$ cat src/rtl/comm_pkg.sv
`default_nettype none
// +----------------------------------------------------------------------------+
// | comm_pkg : opcodes, per-opcode byte counts and FSM state type shared by     |
// |            comm_host and the comm responder.                                |
// | Revision : 1.0                                                              |
// +----------------------------------------------------------------------------+
package comm_pkg;

    localparam logic [3:0] COMM_READ_ENABLE_MASK  = 4'h1;
    localparam logic [3:0] COMM_WRITE_ENABLE_MASK = 4'h2;
    localparam logic [3:0] COMM_READ_PIN_MAP      = 4'h3;
    localparam logic [3:0] COMM_WRITE_PIN_MAP     = 4'h4;

    typedef enum logic [2:0] {
        ST_IDLE     = 3'd0,
        ST_SEND_OP  = 3'd1,
        ST_SEND_PAY = 3'd2,
        ST_RECV     = 3'd3,
        ST_DONE     = 3'd4
    } state_t;

    function automatic logic comm_op_known(input logic [3:0] op);
        return (op == COMM_READ_ENABLE_MASK) || (op == COMM_WRITE_ENABLE_MASK) ||
               (op == COMM_READ_PIN_MAP)     || (op == COMM_WRITE_PIN_MAP);
    endfunction

    // Payload bytes sent by the host after the opcode byte.
    function automatic logic [2:0] comm_tx_len(input logic [3:0] op);
        case (op)
            COMM_WRITE_ENABLE_MASK: return 3'd2;
            COMM_WRITE_PIN_MAP:     return 3'd4;
            default:                return 3'd0;
        endcase
    endfunction

    // Response bytes returned by the responder.
    function automatic logic [2:0] comm_rx_len(input logic [3:0] op);
        case (op)
            COMM_READ_ENABLE_MASK, COMM_WRITE_ENABLE_MASK: return 3'd2;
            COMM_READ_PIN_MAP, COMM_WRITE_PIN_MAP:         return 3'd4;
            default:                                       return 3'd0;
        endcase
    endfunction

endpackage
`default_nettype wire

$ cat src/rtl/uart_rx.sv
`default_nettype none
// +----------------------------------------------------------------------------+
// | uart_rx : 8N1 receiver, mid-bit sampling, rx_ready pulse per valid frame.   |
// | Revision : 1.0                                                              |
// +----------------------------------------------------------------------------+
module uart_rx #(
    parameter int CLK_PER_BIT = 16
) (
    input  logic       clk,
    input  logic       rst_n,
    input  logic       rx,
    output logic [7:0] rx_data,
    output logic       rx_ready
);
    localparam int c_cnt_w = $clog2(CLK_PER_BIT);
    localparam logic [c_cnt_w-1:0] c_last = c_cnt_w'(CLK_PER_BIT - 1);
    localparam logic [c_cnt_w-1:0] c_half = c_cnt_w'(CLK_PER_BIT / 2);

    logic [1:0]         r_sync;
    logic               r_busy;
    logic               r_ready;
    logic [7:0]         r_shift;
    logic [7:0]         r_data;
    logic [3:0]         r_bit;
    logic [c_cnt_w-1:0] r_clk;
    logic               w_rx;

    assign w_rx = r_sync[1];

    always_ff @(posedge clk or negedge rst_n) begin
        if (!rst_n) begin
            r_sync  <= 2'b11;
            r_busy  <= 1'b0;
            r_ready <= 1'b0;
            r_shift <= '0;
            r_data  <= '0;
            r_bit   <= '0;
            r_clk   <= '0;
        end else begin
            r_sync  <= {r_sync[0], rx};
            r_ready <= 1'b0;
            if (!r_busy) begin
                if (!w_rx) begin
                    r_busy <= 1'b1;
                    r_bit  <= '0;
                    // Start half-way so every later sample lands mid-bit.
                    r_clk  <= c_half;
                end
            end else if (r_clk == c_last) begin
                r_clk <= '0;
                if (r_bit == 4'd0) begin
                    if (w_rx) r_busy <= 1'b0;
                    else      r_bit  <= 4'd1;
                end else if (r_bit == 4'd9) begin
                    r_busy  <= 1'b0;
                    r_ready <= w_rx;
                    r_data  <= r_shift;
                end else begin
                    r_shift <= {w_rx, r_shift[7:1]};
                    r_bit   <= r_bit + 4'd1;
                end
            end else begin
                r_clk <= r_clk + 1'b1;
            end
        end
    end

    assign rx_data  = r_data;
    assign rx_ready = r_ready;

endmodule
`default_nettype wire

$ cat src/rtl/uart_tx.sv
`default_nettype none
// +----------------------------------------------------------------------------+
// | uart_tx : 8N1 transmitter, one byte per data_ready pulse, tx_done pulse at  |
// |           the end of the stop bit.                                          |
// | Revision : 1.0                                                              |
// +----------------------------------------------------------------------------+
module uart_tx #(
    parameter int CLK_PER_BIT = 16
) (
    input  logic       clk,
    input  logic       rst_n,
    input  logic       data_ready,
    input  logic [7:0] data,
    output logic       tx,
    output logic       tx_done
);
    localparam int c_cnt_w = $clog2(CLK_PER_BIT);
    localparam logic [c_cnt_w-1:0] c_last = c_cnt_w'(CLK_PER_BIT - 1);

    logic               r_busy;
    logic               r_tx;
    logic               r_done;
    logic [8:0]         r_shift;
    logic [3:0]         r_bit;
    logic [c_cnt_w-1:0] r_clk;

    always_ff @(posedge clk or negedge rst_n) begin
        if (!rst_n) begin
            r_busy  <= 1'b0;
            r_tx    <= 1'b1;
            r_done  <= 1'b0;
            r_shift <= '0;
            r_bit   <= '0;
            r_clk   <= '0;
        end else begin
            r_done <= 1'b0;
            if (!r_busy) begin
                if (data_ready) begin
                    r_busy  <= 1'b1;
                    r_tx    <= 1'b0;
                    r_shift <= {1'b1, data};
                    r_bit   <= '0;
                    r_clk   <= '0;
                end
            end else if (r_clk == c_last) begin
                r_clk <= '0;
                if (r_bit == 4'd9) begin
                    r_busy <= 1'b0;
                    r_done <= 1'b1;
                    r_tx   <= 1'b1;
                end else begin
                    r_tx    <= r_shift[0];
                    r_shift <= {1'b1, r_shift[8:1]};
                    r_bit   <= r_bit + 4'd1;
                end
            end else begin
                r_clk <= r_clk + 1'b1;
            end
        end
    end

    assign tx      = r_tx;
    assign tx_done = r_done;

endmodule
`default_nettype wire

$ cat src/rtl/comm_host.sv
`default_nettype none
// +----------------------------------------------------------------------------+
// | comm_host : command-to-UART host for the comm responder.                    |
// |             Optional response timeout under COMM_HOST_TIMEOUT_EN.           |
// | Revision : 1.0                                                              |
// +----------------------------------------------------------------------------+
module comm_host
    import comm_pkg::*;
#(
    parameter int CLK_PER_BIT    = 16,
    parameter int TIMEOUT_CYCLES = 4096
) (
    input  logic        clk,
    input  logic        rst_n,
    input  logic        cmd_valid,
    output logic        cmd_ready,
    input  logic [3:0]  cmd_op,
    input  logic [31:0] cmd_wdata,
    output logic        rsp_valid,
    output logic [31:0] rsp_data,
    output logic        rsp_err,
    output logic        serial_tx,
    input  logic        serial_rx
);
    state_t      r_state;
    state_t      w_next;
    logic [3:0]  r_op;
    logic [31:0] r_wdata;
    logic        r_bad;
    logic [2:0]  r_tx_left;
    logic [1:0]  r_tx_idx;
    logic        r_tx_issued;
    logic [2:0]  r_rx_count;
    logic [31:0] r_rx_buf;
    logic [31:0] r_rsp_data;
    logic        r_err;

    logic        w_accept, w_sending, w_armed, w_rx_full, w_timeout;
    logic        w_tx_start, w_tx_done, w_rx_ready;
    logic [7:0]  w_tx_byte, w_rx_data;

    assign w_accept   = cmd_valid && (r_state == ST_IDLE);
    assign w_sending  = (r_state == ST_SEND_OP) || (r_state == ST_SEND_PAY);
    assign w_armed    = w_sending || (r_state == ST_RECV);
    assign w_rx_full  = r_rx_count >= comm_rx_len(r_op);
    assign w_tx_start = w_sending && !r_tx_issued && !r_bad;
    assign w_tx_byte  = (r_state == ST_SEND_OP) ? {4'h0, r_op} : r_wdata[{r_tx_idx, 3'b000} +: 8];

`ifdef COMM_HOST_TIMEOUT_EN
    localparam int c_to_w = $clog2(TIMEOUT_CYCLES + 1);
    localparam logic [c_to_w-1:0] c_to_limit = c_to_w'(TIMEOUT_CYCLES);
    logic [c_to_w-1:0] r_to;

    always_ff @(posedge clk or negedge rst_n) begin
        if (!rst_n)                      r_to <= '0;
        else if (w_accept || w_rx_ready) r_to <= '0;
        else if (w_armed)                r_to <= r_to + 1'b1;
    end

    assign w_timeout = w_armed && (r_to == c_to_limit);
`else
    assign w_timeout = 1'b0;
`endif

    always_ff @(posedge clk or negedge rst_n) begin
        if (!rst_n) r_state <= ST_IDLE;
        else        r_state <= w_next;
    end

    always_comb begin
        w_next = r_state;
        case (r_state)
            ST_IDLE:     if (cmd_valid) w_next = ST_SEND_OP;
            ST_SEND_OP: begin
                if (r_bad || w_timeout)           w_next = ST_DONE;
                else if (r_tx_issued && w_tx_done) w_next = (r_tx_left == 3'd0) ? ST_RECV : ST_SEND_PAY;
            end
            ST_SEND_PAY: begin
                if (w_timeout)                                          w_next = ST_DONE;
                else if (r_tx_issued && w_tx_done && r_tx_left == 3'd1) w_next = ST_RECV;
            end
            ST_RECV:     if (w_timeout || w_rx_full) w_next = ST_DONE;
            ST_DONE:     w_next = ST_IDLE;
            default:     w_next = ST_IDLE;
        endcase
    end

    always_comb begin
        cmd_ready = (r_state == ST_IDLE);
        rsp_valid = (r_state == ST_DONE);
        rsp_err   = (r_state == ST_DONE) && r_err;
    end

    always_ff @(posedge clk or negedge rst_n) begin
        if (!rst_n) begin
            r_op        <= '0;
            r_wdata     <= '0;
            r_bad       <= 1'b0;
            r_tx_left   <= '0;
            r_tx_idx    <= '0;
            r_tx_issued <= 1'b0;
            r_rx_count  <= '0;
            r_rx_buf    <= '0;
            r_rsp_data  <= '0;
            r_err       <= 1'b0;
        end else begin
            if (w_accept) begin
                r_op        <= cmd_op;
                r_wdata     <= cmd_wdata;
                r_bad       <= !comm_op_known(cmd_op);
                r_tx_left   <= comm_tx_len(cmd_op);
                r_tx_idx    <= '0;
                r_tx_issued <= 1'b0;
                r_rx_count  <= '0;
                r_rx_buf    <= '0;
            end else begin
                if (w_tx_start) begin
                    r_tx_issued <= 1'b1;
                end else if (w_sending && r_tx_issued && w_tx_done) begin
                    r_tx_issued <= 1'b0;
                    if (r_state == ST_SEND_PAY) begin
                        r_tx_left <= r_tx_left - 3'd1;
                        r_tx_idx  <= r_tx_idx + 2'd1;
                    end
                end
                // Bytes outside the armed window or beyond the expected count are dropped.
                if (w_rx_ready && w_armed && !w_rx_full) begin
                    r_rx_buf[{r_rx_count[1:0], 3'b000} +: 8] <= w_rx_data;
                    r_rx_count <= r_rx_count + 3'd1;
                end
            end
            if ((w_next == ST_DONE) && (r_state != ST_DONE)) begin
                r_rsp_data <= r_rx_buf;
                r_err      <= r_bad || w_timeout;
            end
        end
    end

    assign rsp_data = r_rsp_data;

    uart_tx #(.CLK_PER_BIT(CLK_PER_BIT)) u_tx (
        .clk        (clk),
        .rst_n      (rst_n),
        .data_ready (w_tx_start),
        .data       (w_tx_byte),
        .tx         (serial_tx),
        .tx_done    (w_tx_done)
    );

    uart_rx #(.CLK_PER_BIT(CLK_PER_BIT)) u_rx (
        .clk      (clk),
        .rst_n    (rst_n),
        .rx       (serial_rx),
        .rx_data  (w_rx_data),
        .rx_ready (w_rx_ready)
    );

endmodule
`default_nettype wire

$ cat config.mk
export PLATFORM = sky130hd
export DESIGN_NAME = comm_host
export DESIGN_NICKNAME = d
export VERILOG_FILES = /design/src/rtl/comm_pkg.sv /design/src/rtl/uart_rx.sv /design/src/rtl/uart_tx.sv /design/src/rtl/comm_host.sv
export SDC_FILE = /design/constraint.sdc
export NUM_CORES = 1
export LEC_CHECK = 0
export BUFFER_PORTS_ARGS = -buffer_cell sky130_fd_sc_hd__buf_2
export CAP_MARGIN = 20
export CORE_MARGIN = 8
export CORE_UTILIZATION = 63
export DETAILED_ROUTE_END_ITERATION = 12
export HOLD_SLACK_MARGIN = 0.06
export MAX_ROUTING_LAYER = met4
export PLACE_DENSITY = 0.84
export SETUP_SLACK_MARGIN = 0.4
export SYNTH_ARGS = -nofsm -noshare
export SYNTH_HDL_FRONTEND = slang
export SYNTH_SLANG_ARGS = --single-unit
export TNS_END_PERCENT = 1
$ cat constraint.sdc
create_clock -name clk -period 5 [get_ports clk]
set_clock_uncertainty 0.2 [all_clocks]
set_input_delay 1 -clock clk [delete_from_list [all_inputs] [get_ports clk]]
set_output_delay 1 -clock clk [all_outputs]
set_load 0.02 [all_outputs]
==> flow_summary_export.csv, run 1 <==
group,metric,value,unit
placed_design,portBuffers,75,
clocking,clk_path_buf_depth,2,
critical_path,worstSetupEndpoint,"rsp_data[0]",
die,die_w,125,µm
drt,drc,0,
logic_synthesis,synth-edff-count,0,
logic_synthesis,async_reset_ff_share,100,%
status,outcome,"finished, final reports clean",
clocking,cts.htree.levels,4,
placed_design,dp_hpwl,10300,µm
critical_path,cp_num_buf_inv,0,
critical_path,r2r-start,"r_op[1]",
critical_path,reg2reg_depth,7,
critical_path,cp_max_fo,34,
critical_path,cp_cell_sequence,"xnor2_1 -> nor3_1 -> ha_1 -> nor2b_1 -> o21ai_1 -> a311o_2 -> mux2_2",
grt,antenna_found_initial,0,
worst_hold_path,worst_hold_path_type,"reg2reg",
clocking,cts_resized,0,
die,dieArea,15600,µm²
logic_synthesis,yosys_warnings,0,
power_and_ir_drop,vdd_ir_drop_max,0.000362,V
drt,wl,15800,µm
drt,ant_nets,0,
critical_path,crit_path_start_kind,"flip-flop",
clocking,cts_setup_buffers,0,
critical_path,crit_family,"compound AO/OA/AOI/OAI gates",
drt,via_count,5205,
drt,viasPerCell,6.00,
final_layout,fillers,739,
final_layout,area_delta_synth_final,14.2,%
critical_path,cp_slowest_cell,"a311o_2",
grt,grtUsageTotal,21.5,%
logic_synthesis,synthFlopType,"dfrtp_1",
logic_synthesis,syn_inst,647,
flow_run,maxCapViolations,0,
final_layout,final_cell_mix,"162 x nand2_1, 159 x dfrtp_1, 74 x buf_2",
critical_path,r2r-end,"rsp_data[0]",
die,ioPinCount,76,
clocking,clkLatencyLatePin,0.42,ns
clocking,clock_sinks,162,
drt,wl_per_cell,18.2,µm
placed_design,place.gp.congestion,0.855,
logic_synthesis,yosys-top-cells-area,"dfrtp_1 53%, nand2_1 8.2%, mux2_4 5.8%, mux2_2 4.2%, ha_1 2.7%",
logic_synthesis,yosysTopAreaCell,"dfrtp_1",
logic_synthesis,ys_types,61,
sta,hold_violations,0,
critical_path,cpPeakStageDelay,1.01,ns
power_and_ir_drop,powerDensity,488,nW/µm²
grt,grt_pass1_wl,26900,µm
sta,fin_hold_ws,0.155,ns
grt,grt_max_degree,114,
sta,setup_viol,0,
power_and_ir_drop,power,4.15,mW
worst_hold_path,hold_start,"u_rx.r_sync[0]",
clocking,numCtsBuffers,17,
final_layout,drive_gt1_share,27.0,%
critical_path,crit_arrival,3.62,ns
grt,grt_pass1_vias,5445,
sta,rsz0062_at_grt,"no",
sta,fin_crit_sh,70.4,%
final_layout,final_nets,769,
clocking,root_buffer,"clkbuf_16",
logic_synthesis,synth_top_area_share,53.4,%
critical_path,crit_type,"reg2reg",
drt,drtIter0Drc,445,
final_layout,antenna_cells,0,
sta,tightest_slew,1.07,ns
critical_path,required,5.10,ns
clocking,path_clk_slew,0.06,ns
drt,drtPass1Iterations,5,
sta,relSlewSlack,28.8,%
sta,min_period,3.52,ns
clocking,cts_hold_buf,0,
die,rows,39,
critical_path,crit_cells,7,
final_layout,final_common_cell,"nand2_1",
sta,setup_tns,0,ns
sta,clock.fmax,284,MHz
clocking,cts_tree,"yes",
die,die_h,125,µm
critical_path,rrSetupSlack,1.48,ns
logic_synthesis,syn_nets,703,
logic_synthesis,synth_area_per_cell,11.5,µm²
logic_synthesis,ys_ff_latch,162,
logic_synthesis,ys_seq_area_share,54.5,%
grt,grt-ovfl-total,0,
critical_path,cp-startpoint,"r_op[1]",
sta,slew_violations,0,
logic_synthesis,synth.cell_area,7440,µm²
critical_path,cp-end-kind,"flip-flop",
die,start_util,64.9,%
power_and_ir_drop,power_leakage,4.35,nW
die,coreArea,11500,µm²
cells in the mapped netlist, types with 8 or more instances:
master / count
nand2_1: 163
dfrtp_1: 159
mux2_4: 29
mux2_2: 28
nor2_1: 19
mux2i_1: 18
o21ai_0: 17
clkbuf_1: 16
ha_1: 16
a21oi_1: 15
inv_1: 14
nand4_1: 13
a32o_1: 10
nand3_1: 9
mux4_2: 8
nor2b_1: 8
o2bb2ai_1: 8
area by class of cell:
type	count	area, µm²	share of cell area [%]
Clock buffer	22	484	5.69
Sequential cell	162	4060	47.7
Multi-Input combinational cell	438	3170	37.3
Inverter	14	52.6	0.618
Tap cell	143	179	2.10
Timing Repair Buffer	80	452	5.31
Clock inverter	9	105	1.24
power breakdown:
group	switching (mW)	leakage (nW)	internal [mW]
registers	0.241	2.13	1.58
clock network	0.506	0.292	0.783
logic	0.599	1.93	0.444
total	1.35	4.35	2.81
cells by family (layout without fill, tap and decap cells):
logic type	count (synthesis)	in the layout	share of synthesized area, %
AND/OR/NAND/NOR	254	254	16.5
flip-flops	162	162	54.5
multiplexers	83	83	14.9
AO/OA/AOI/OAI	77	77	7.46
buffers and inverters	47	125	3.03
adder cells (fa/ha/maj)	16	16	2.69
XOR/XNOR	8	8	0.941
worst min-delay path by stage:
| stage | end | slack [ns] | cells after the start |
|---|---|---|---|
| 5_1_grt | u_rx.r_sync[1] | 0.16 | 0 |
| 3_5_place_dp | u_rx.r_sync[1] | 0.15 | 0 |
| 3_3_place_gp | u_rx.r_sync[1] | 0.15 | 0 |
| 2_1_floorplan | u_rx.r_sync[1] | 0.15 | 0 |
| 4_1_cts | u_rx.r_sync[1] | 0.16 | 0 |
| 6_report | u_rx.r_sync[1] | 0.16 | 0 |
flip-flops by register name, summed over array words and instances (netlist names), 2 cells and up:
register and cells:
u_tx.r_clk 4, u_tx.r_shift 9, r_wdata 32, r_tx_left 3
u_rx.r_shift 8, r_state 3, r_rx_buf 32, u_rx.r_clk 4
r_op 4, rsp_data 32, r_tx_idx 2, u_tx.r_bit 4
u_rx.r_bit 4, u_rx.rx_data 8, u_rx.r_sync 2, r_rx_count 3
stage by stage:
step / util (%) / instances / cell area [µm²] / setup WS [ns]
floorplan: - / 647 / 7440 / 2.63
detailed placement: 68.6 / 835 / 7870 / 1.45
finish: 74.2 / 868 / 8500 / 1.48
global route: 74.2 / 868 / 8500 / 1.27
CTS: 73.7 / 866 / 8460 / 1.47
global placement: 68.6 / 835 / 7870 / 1.65
routing by layer:
layer / global-route usage [%] / part of all wire [%] / up-vias
met2: 33.9 / 50 / 180
met3: 4.89 / 5.6 / 31
met5: - / 0 / -
met4: 8.15 / 1.9 / 0
met1: 26.6 / 43 / 2604
li1: - / - / 2390
(Power assumes the default switching activity.)
==> run 2, diff against run 1 <==
Settings changed: ABC_AREA from default to 1, CORE_UTILIZATION 63 to 59, PLACE_DENSITY 0.84 to 0.8.
Clock period 5 ns to 3.3 ns, I/O delays scaled along.
==> run 2 against run 1 <==
- non-clock buffer count rose by 4
- via count rose by 12%
- synthesized cell count rose by 35%
- critical path type unchanged
- largest cell class unchanged
- largest power group unchanged
==> flow_summary_export.csv, run 2 <==
group,metric,value,unit
logic_synthesis,syn_nets,932,
final_layout,final_cell_mix,"318 x nand2_1, 159 x dfrtp_1, 82 x inv_1",
critical_path,cp_max_fo,37,
power_and_ir_drop,internal-power,4.03,mW
sta,min_period,2.52,ns
logic_synthesis,synth.cell_area,7360,µm²
sta,fin_crit_sh,76.3,%
clocking,clk_path_buf_depth,2,
logic_synthesis,syn_inst,876,
logic_synthesis,synth_top_area_share,54.1,%
placed_design,pre_cts_slack,0.781,ns
sta,clock.fmax,397,MHz
worst_hold_path,hold_start,"serial_rx",
critical_path,cp-startpoint,"r_op[2]",
clocking,cts_tree,"yes",
logic_synthesis,yosys_warnings,0,
die,coreArea,12400,µm²
drt,drtIter0Drc,454,
logic_synthesis,async_reset_ff_share,100,%
drt,via_count,5819,
critical_path,crit_arrival,2.66,ns
logic_synthesis,ys_ff_latch,162,
die,start_util,59.3,%
critical_path,crit_type,"reg2reg",
final_layout,area_delta_synth_final,14.9,%
logic_synthesis,synthFlopType,"dfrtp_1",
grt,grt_pass1_vias,5659,
power_and_ir_drop,power_frac_clock,31.2,%
logic_synthesis,synth_area_per_cell,8.40,µm²
die,ioPinCount,76,
final_layout,fillers,1033,
placed_design,dp_hpwl,10200,µm
drt,wl,15300,µm
logic_synthesis,yosysMostFrequentCell,"nand2_1",
grt,antenna_found_initial,0,
worst_hold_path,min_to,"u_rx.r_sync[0]",
sta,slew_violations,0,
final_layout,drive_gt1_share,15.6,%
sta,setup_tns,0,ns
logic_synthesis,ys_types,38,
clocking,clock_sinks,162,
critical_path,crit_path_start_kind,"flip-flop",
drt,ant_nets,0,
power_and_ir_drop,combPwrFrac,25.0,%
critical_path,required,3.44,ns
final_layout,final_nets,1004,
clocking,numCtsBuffers,17,
worst_hold_path,holdPathStages,1,
grt,grt_pass1_wl,26400,µm
power_and_ir_drop,power_leakage,4.32,nW
logic_synthesis,ys_top_cells_by_count,"318 x nand2_1, 159 x dfrtp_1, 82 x inv_1",
die,die_h,128,µm
sta,layout_setup_ws,0.784,ns
placed_design,place.gp.congestion,0.818,
clocking,cts_resized,0,
power_and_ir_drop,vdd_ir_drop_max,0.000463,V
critical_path,cp-end-kind,"flip-flop",
power_and_ir_drop,p_seq_share,43.8,%
final_layout,final_common_cell,"nand2_1",
drt,drtPass1Iterations,5,
worst_hold_path,worst_hold_path_type,"in2reg",
critical_path,r2r-start,"r_op[2]",
power_and_ir_drop,powerDensity,719,nW/µm²
logic_synthesis,ys_seq_area_share,55.1,%
clocking,path_clk_slew,0.06,ns
die,rows,41,
critical_path,r2r-end,"rsp_data[10]",
clocking,root_buffer,"clkbuf_16",
grt,grtUsageTotal,20.8,%
sta,setup_viol,0,
sta,hold_violations,0,
logic_synthesis,yosys-top-cells-area,"dfrtp_1 54%, nand2_1 16%, inv_1 4.2%, nand3_1 3.3%, o21ai_1 3.3%",
power_and_ir_drop,power.share.switching,33.7,%
flow_run,maxCapViolations,0,
sta,rsz0062_at_grt,"no",
clocking,clkLatencyLatePin,0.43,ns
clocking,cts.htree.levels,4,
critical_path,rrSetupSlack,0.78,ns
drt,wl_per_cell,13.5,µm
sta,tightest_slew,0.798,ns
grt,grt_max_degree,67,
grt,grt-ovfl-total,0,
logic_synthesis,yosysTopAreaCell,"dfrtp_1",
power_and_ir_drop,p_sw,2.05,mW
drt,drc,0,
placed_design,portBuffers,75,
status,outcome,"finished, final reports clean",
sta,relSlewSlack,46.6,%
drt,viasPerCell,5.14,
die,dieArea,16300,µm²
logic_synthesis,synth-edff-count,0,
critical_path,reg2reg_depth,10,
die,die_w,128,µm
final_layout,final_util,68.1,%
[run 2: cell count changes after synthesis, sizes merged, moves of 18 or more]
cell / before / now
inv: 14 / 88
mux2: 57 / 0
mux2i: 18 / 0
nand2: 163 / 320
nand3: 9 / 53
nor2: 20 / 58
o21ai: 18 / 99
[run 2: kinds of logic (layout without fill, tap and decap cells)]
family | count (synthesis) | in the layout | share of synthesized area [%]
buf+inv | 120 | 204 | 6.78
flops | 162 | 162 | 55.1
xor+xnor | 3 | 3 | 0.357
fa+ha+maj | 16 | 16 | 2.72
other cells | 0 | 1 | 0
simple gates | 453 | 453 | 25.7
compound gates | 122 | 122 | 9.28
[run 2: worst max-delay path, stage by stage (launching register included)]
cell and delay (ns):
dfrtp_1 0.42, nor3_1 0.21, a31oi_1 0.06, ha_1 0.34, nand3_2 0.13, nand2_1 0.10, nand2_1 0.08, o21ai_4 0.31
buf_4 0.40, nand2_1 0.08, o21ai_0 0.09
[run 2: routing by layer]
layer | global-route usage, % | wire [µm] | part of all wire (%) | vias to the layer above
met2 | 30.4 | 6900 | 45 | 154
met3 | 4.91 | 863 | 5.6 | 28
met5 | - | 0 | 0 | -
met1 | 27.6 | 7230 | 47 | 2697
li1 | - | - | - | 2940
met4 | 8.11 | 280 | 1.8 | 0
[run 2: how the worst max path moves through the flow]
stage | to | slack (ns) | depth (start not counted)
finish | rsp_data[10] | 0.78 | 10
global route | rsp_data[13] | 0.57 | 11
global placement | rsp_data[13] | 0.89 | 9
floorplan | r_rx_buf[6] | 1.21 | 10
detailed placement | rsp_data[10] | 0.78 | 9
CTS | rsp_data[10] | 0.78 | 9
[run 2: stage by stage]
stage	cell area, µm²	hold WS, ns	total power, mW	std cells
final	8450	0.123	6.08	1133
after global placement	7870	0.146	4.12	1100
after detailed placement	7870	0.147	4.18	1100
after global routing	8450	0.111	6.47	1132
after CTS	8450	0.114	6.10	1132
after floorplan	7360	0.145	3.82	876
[run 2: layout make-up]
| cell class | count | area, µm² | area share, % |
|---|---|---|---|
| sequential | 162 | 4060 | 48.0 |
| timing repair buffer | 84 | 464 | 5.49 |
| tap | 172 | 215 | 2.55 |
| clock inverter | 10 | 110 | 1.30 |
| inverter | 89 | 334 | 3.95 |
| antenna | 1 | 2.50 | 0.0296 |
| clock buffer | 21 | 460 | 5.45 |
| multi-input combinational | 594 | 2810 | 33.2 |
[run 2: timing repair]
item                                    in CTS  in global routing
hold buffers                                 1                  0
buffers inserted                             0                  0
hold endpoints to repair                    62                  0
endpoints found under the setup margin       0                  0
[run 2: power by group through the flow]
stage / Sequential (mW) / Combinational [mW] / Clock [mW]
5_1_grt: 2.71 / 1.74 / 2.01
3_5_place_dp: 2.68 / 1.50 / 0
2_1_floorplan: 2.63 / 1.19 / 0
6_report: 2.66 / 1.52 / 1.90
3_3_place_gp: 2.67 / 1.45 / 0
4_1_cts: 2.65 / 1.53 / 1.92
==> run 3, diff against run 2 <==
Settings changed: CORE_UTILIZATION 59 to 53, PLACE_DENSITY 0.8 to 0.76.
Clock period 3.3 ns to 2.3 ns, I/O delays scaled along.
==> run 3 against run 2 <==
- sequential share of layout area shrank 3.9 points
- via count up 5.7%
- non-clock buffer count rose by 46
- clock power up 50%
- sequential power increased by 44%
- critical path depth is 1 lower
- cell area increased by 8.9%
==> flow_summary_export.csv, run 3 (synthesis gave the netlist of run 2 again) <==
group,metric,value,unit
drt,drc,0,
drt,wl,16700,µm
sta,tightest_slew,0.567,ns
sta,setup_viol,0,
power_and_ir_drop,power.share.switching,33.7,%
clocking,clock_sinks,162,
clocking,cts.htree.levels,4,
sta,rsz0062_at_grt,"yes",
final_layout,drive_gt1_share,19.7,%
power_and_ir_drop,powerDensity,1010,nW/µm²
final_layout,area_delta_synth_final,25.0,%
drt,wl_per_cell,14.0,µm
grt,grt-ovfl-total,0,
grt,grt_pass1_wl,28400,µm
drt,drtPass1Iterations,5,
die,die_w,134,µm
power_and_ir_drop,combPwrFrac,28.3,%
placed_design,dp_hpwl,10600,µm
die,coreArea,13700,µm²
power_and_ir_drop,vdd_ir_drop_max,0.000631,V
grt,grtUsageMet2,31.6,%
placed_design,place.gp.congestion,0.814,
critical_path,crit_arrival,2.35,ns
die,start_util,53.6,%
sta,clock.fmax,459,MHz
critical_path,required,2.47,ns
placed_design,portBuffers,75,
power_and_ir_drop,power_leakage,4.64,nW
final_layout,finalNonFillerCells,1186,
final_layout,final_common_cell,"nand2_1",
die,dieArea,17900,µm²
drt,viasPerCell,5.18,
final_layout,final_nets,1050,
grt,grt_max_degree,55,
worst_hold_path,worst_hold_path_type,"in2reg",
power_and_ir_drop,p_seq_share,41.1,%
status,outcome,"finished, final reports clean",
grt,busiest_layer,"met2",
clocking,clk_path_buf_depth,2,
clocking,clkLatencyLatePin,0.43,ns
clocking,root_buffer,"clkbuf_16",
placed_design,dp.cells,1117,
power_and_ir_drop,internal-power,6.19,mW
grt,grtUsageTotal,20.1,%
clocking,path_clk_slew,0.06,ns
grt,grt_pass1_vias,6046,
die,rows,43,
die,die_h,134,µm
grt,grtUsageMet3,4.30,%
drt,drtIter0Drc,471,
power_and_ir_drop,p_sw,3.14,mW
final_layout,fillers,1058,
final_layout,ff_latch_area,4060,µm²
sta,hold_violations,0,
power_and_ir_drop,power_frac_clock,30.5,%
sta,relSlewSlack,62.1,%
grt,antenna_found_initial,1,
final_layout,multi_input_area,2980,µm²
clocking,numCtsBuffers,17,
drt,via_count,6149,
final_layout,final_util,67.1,%
sta,fin_crit_sh,94.8,%
drt,ant_nets,0,
critical_path,cp-end-kind,"flip-flop",
critical_path,crit_type,"reg2reg",
power_and_ir_drop,power,9.33,mW
sta,min_period,2.18,ns
final_layout,final_cell_mix,"305 x nand2_1, 156 x dfrtp_1, 81 x inv_1",
critical_path,cp_max_fo,8,
flow_run,maxCapViolations,0,
grt,use_met1,25.2,%
sta,slew_violations,0,
die,ioPinCount,76,
critical_path,crit_path_start_kind,"flip-flop",
clocking,cts_tree,"yes",
-- run 3: cell count changes in the layout (fill, tap and decap cells not counted), sizes merged --
cell         delta
bufinv          +1
buf            +15
clkinv          -2
clkinvlp        +1
dlygate4sd3    +30
-- run 3: per-stage QoR --
stage                     TNS [ns]  area [µm²]  hold WS, ns  setup WS (ns)
after floorplan                  0        7360      -0.0356          0.228
after global placement           0        7990        0.147         0.0877
after detailed placement  -0.00746        7990        0.148       -0.00746
after CTS                        0        9010       0.0637          0.124
after global routing       -0.0472        9200       0.0714        -0.0151
final                            0        9200       0.0662          0.120
-- run 3: cell type report --
class / count / area share [%]
multi-input cells: 594 / 32.4
well taps: 180 / 2.45
diodes: 1 / 0.0272
flip-flops and latches: 162 / 44.1
clock buffers: 20 / 4.96
repair buffers: 130 / 10.8
inverters: 89 / 3.81
clock inverters: 10 / 1.47
-- run 3: what timing repair did --
action	CTS	global route
gates cloned	1	0
buffers inserted	6	0
endpoints found under the hold margin	70	0
pin swaps	5	19
hold buffers	31	0
resized for setup	9	69
setup endpoints to repair	75	115
-- run 3: power by group through the flow --
stage	clock network, mW	registers [mW]	logic [mW]
after floorplan	0	3.77	1.71
after global placement	0	3.82	2.18
after detailed placement	0	3.84	2.25
after CTS	2.88	3.81	2.45
after global routing	3.01	3.91	3.01
final	2.85	3.84	2.64
-- run 3: final timing paths --
kind | startpoint | to | slack (ns) | cells after the start
setup / recovery | r_op[1] | r_rx_buf[20] | 0.12 | 9
hold reg to reg | u_rx.r_sync[0] | u_rx.r_sync[1] | 0.16 | 0
hold / removal | cmd_wdata[7] | r_wdata[7] | 0.07 | 3
min in group asynchronous | rst_n | rsp_data[8] | 0.33 | 2
setup reg to reg | r_op[1] | r_rx_buf[20] | 0.12 | 9
max in group asynchronous | rst_n | r_state[2] | 0.93 | 3
-- run 3: metal layers --
| layer | vias up | part of all wire, % |
|---|---|---|
| li1 | 3034 | - |
| met1 | 2931 | 45 |
| met2 | 155 | 49 |
| met3 | 29 | 4.2 |
| met4 | 0 | 2.1 |
| met5 | - | 0 |
-- run 3: critical path: stages, from the launching register on --
cell and delay [ns]:
dfrtp_1 0.42, nor2_2 0.16, a31oi_1 0.10, ha_1 0.35, a21oi_4 0.20, nand3_4 0.17
nor2_4 0.23, buf_4 0.15, nand3_1 0.06, nand2_1 0.07
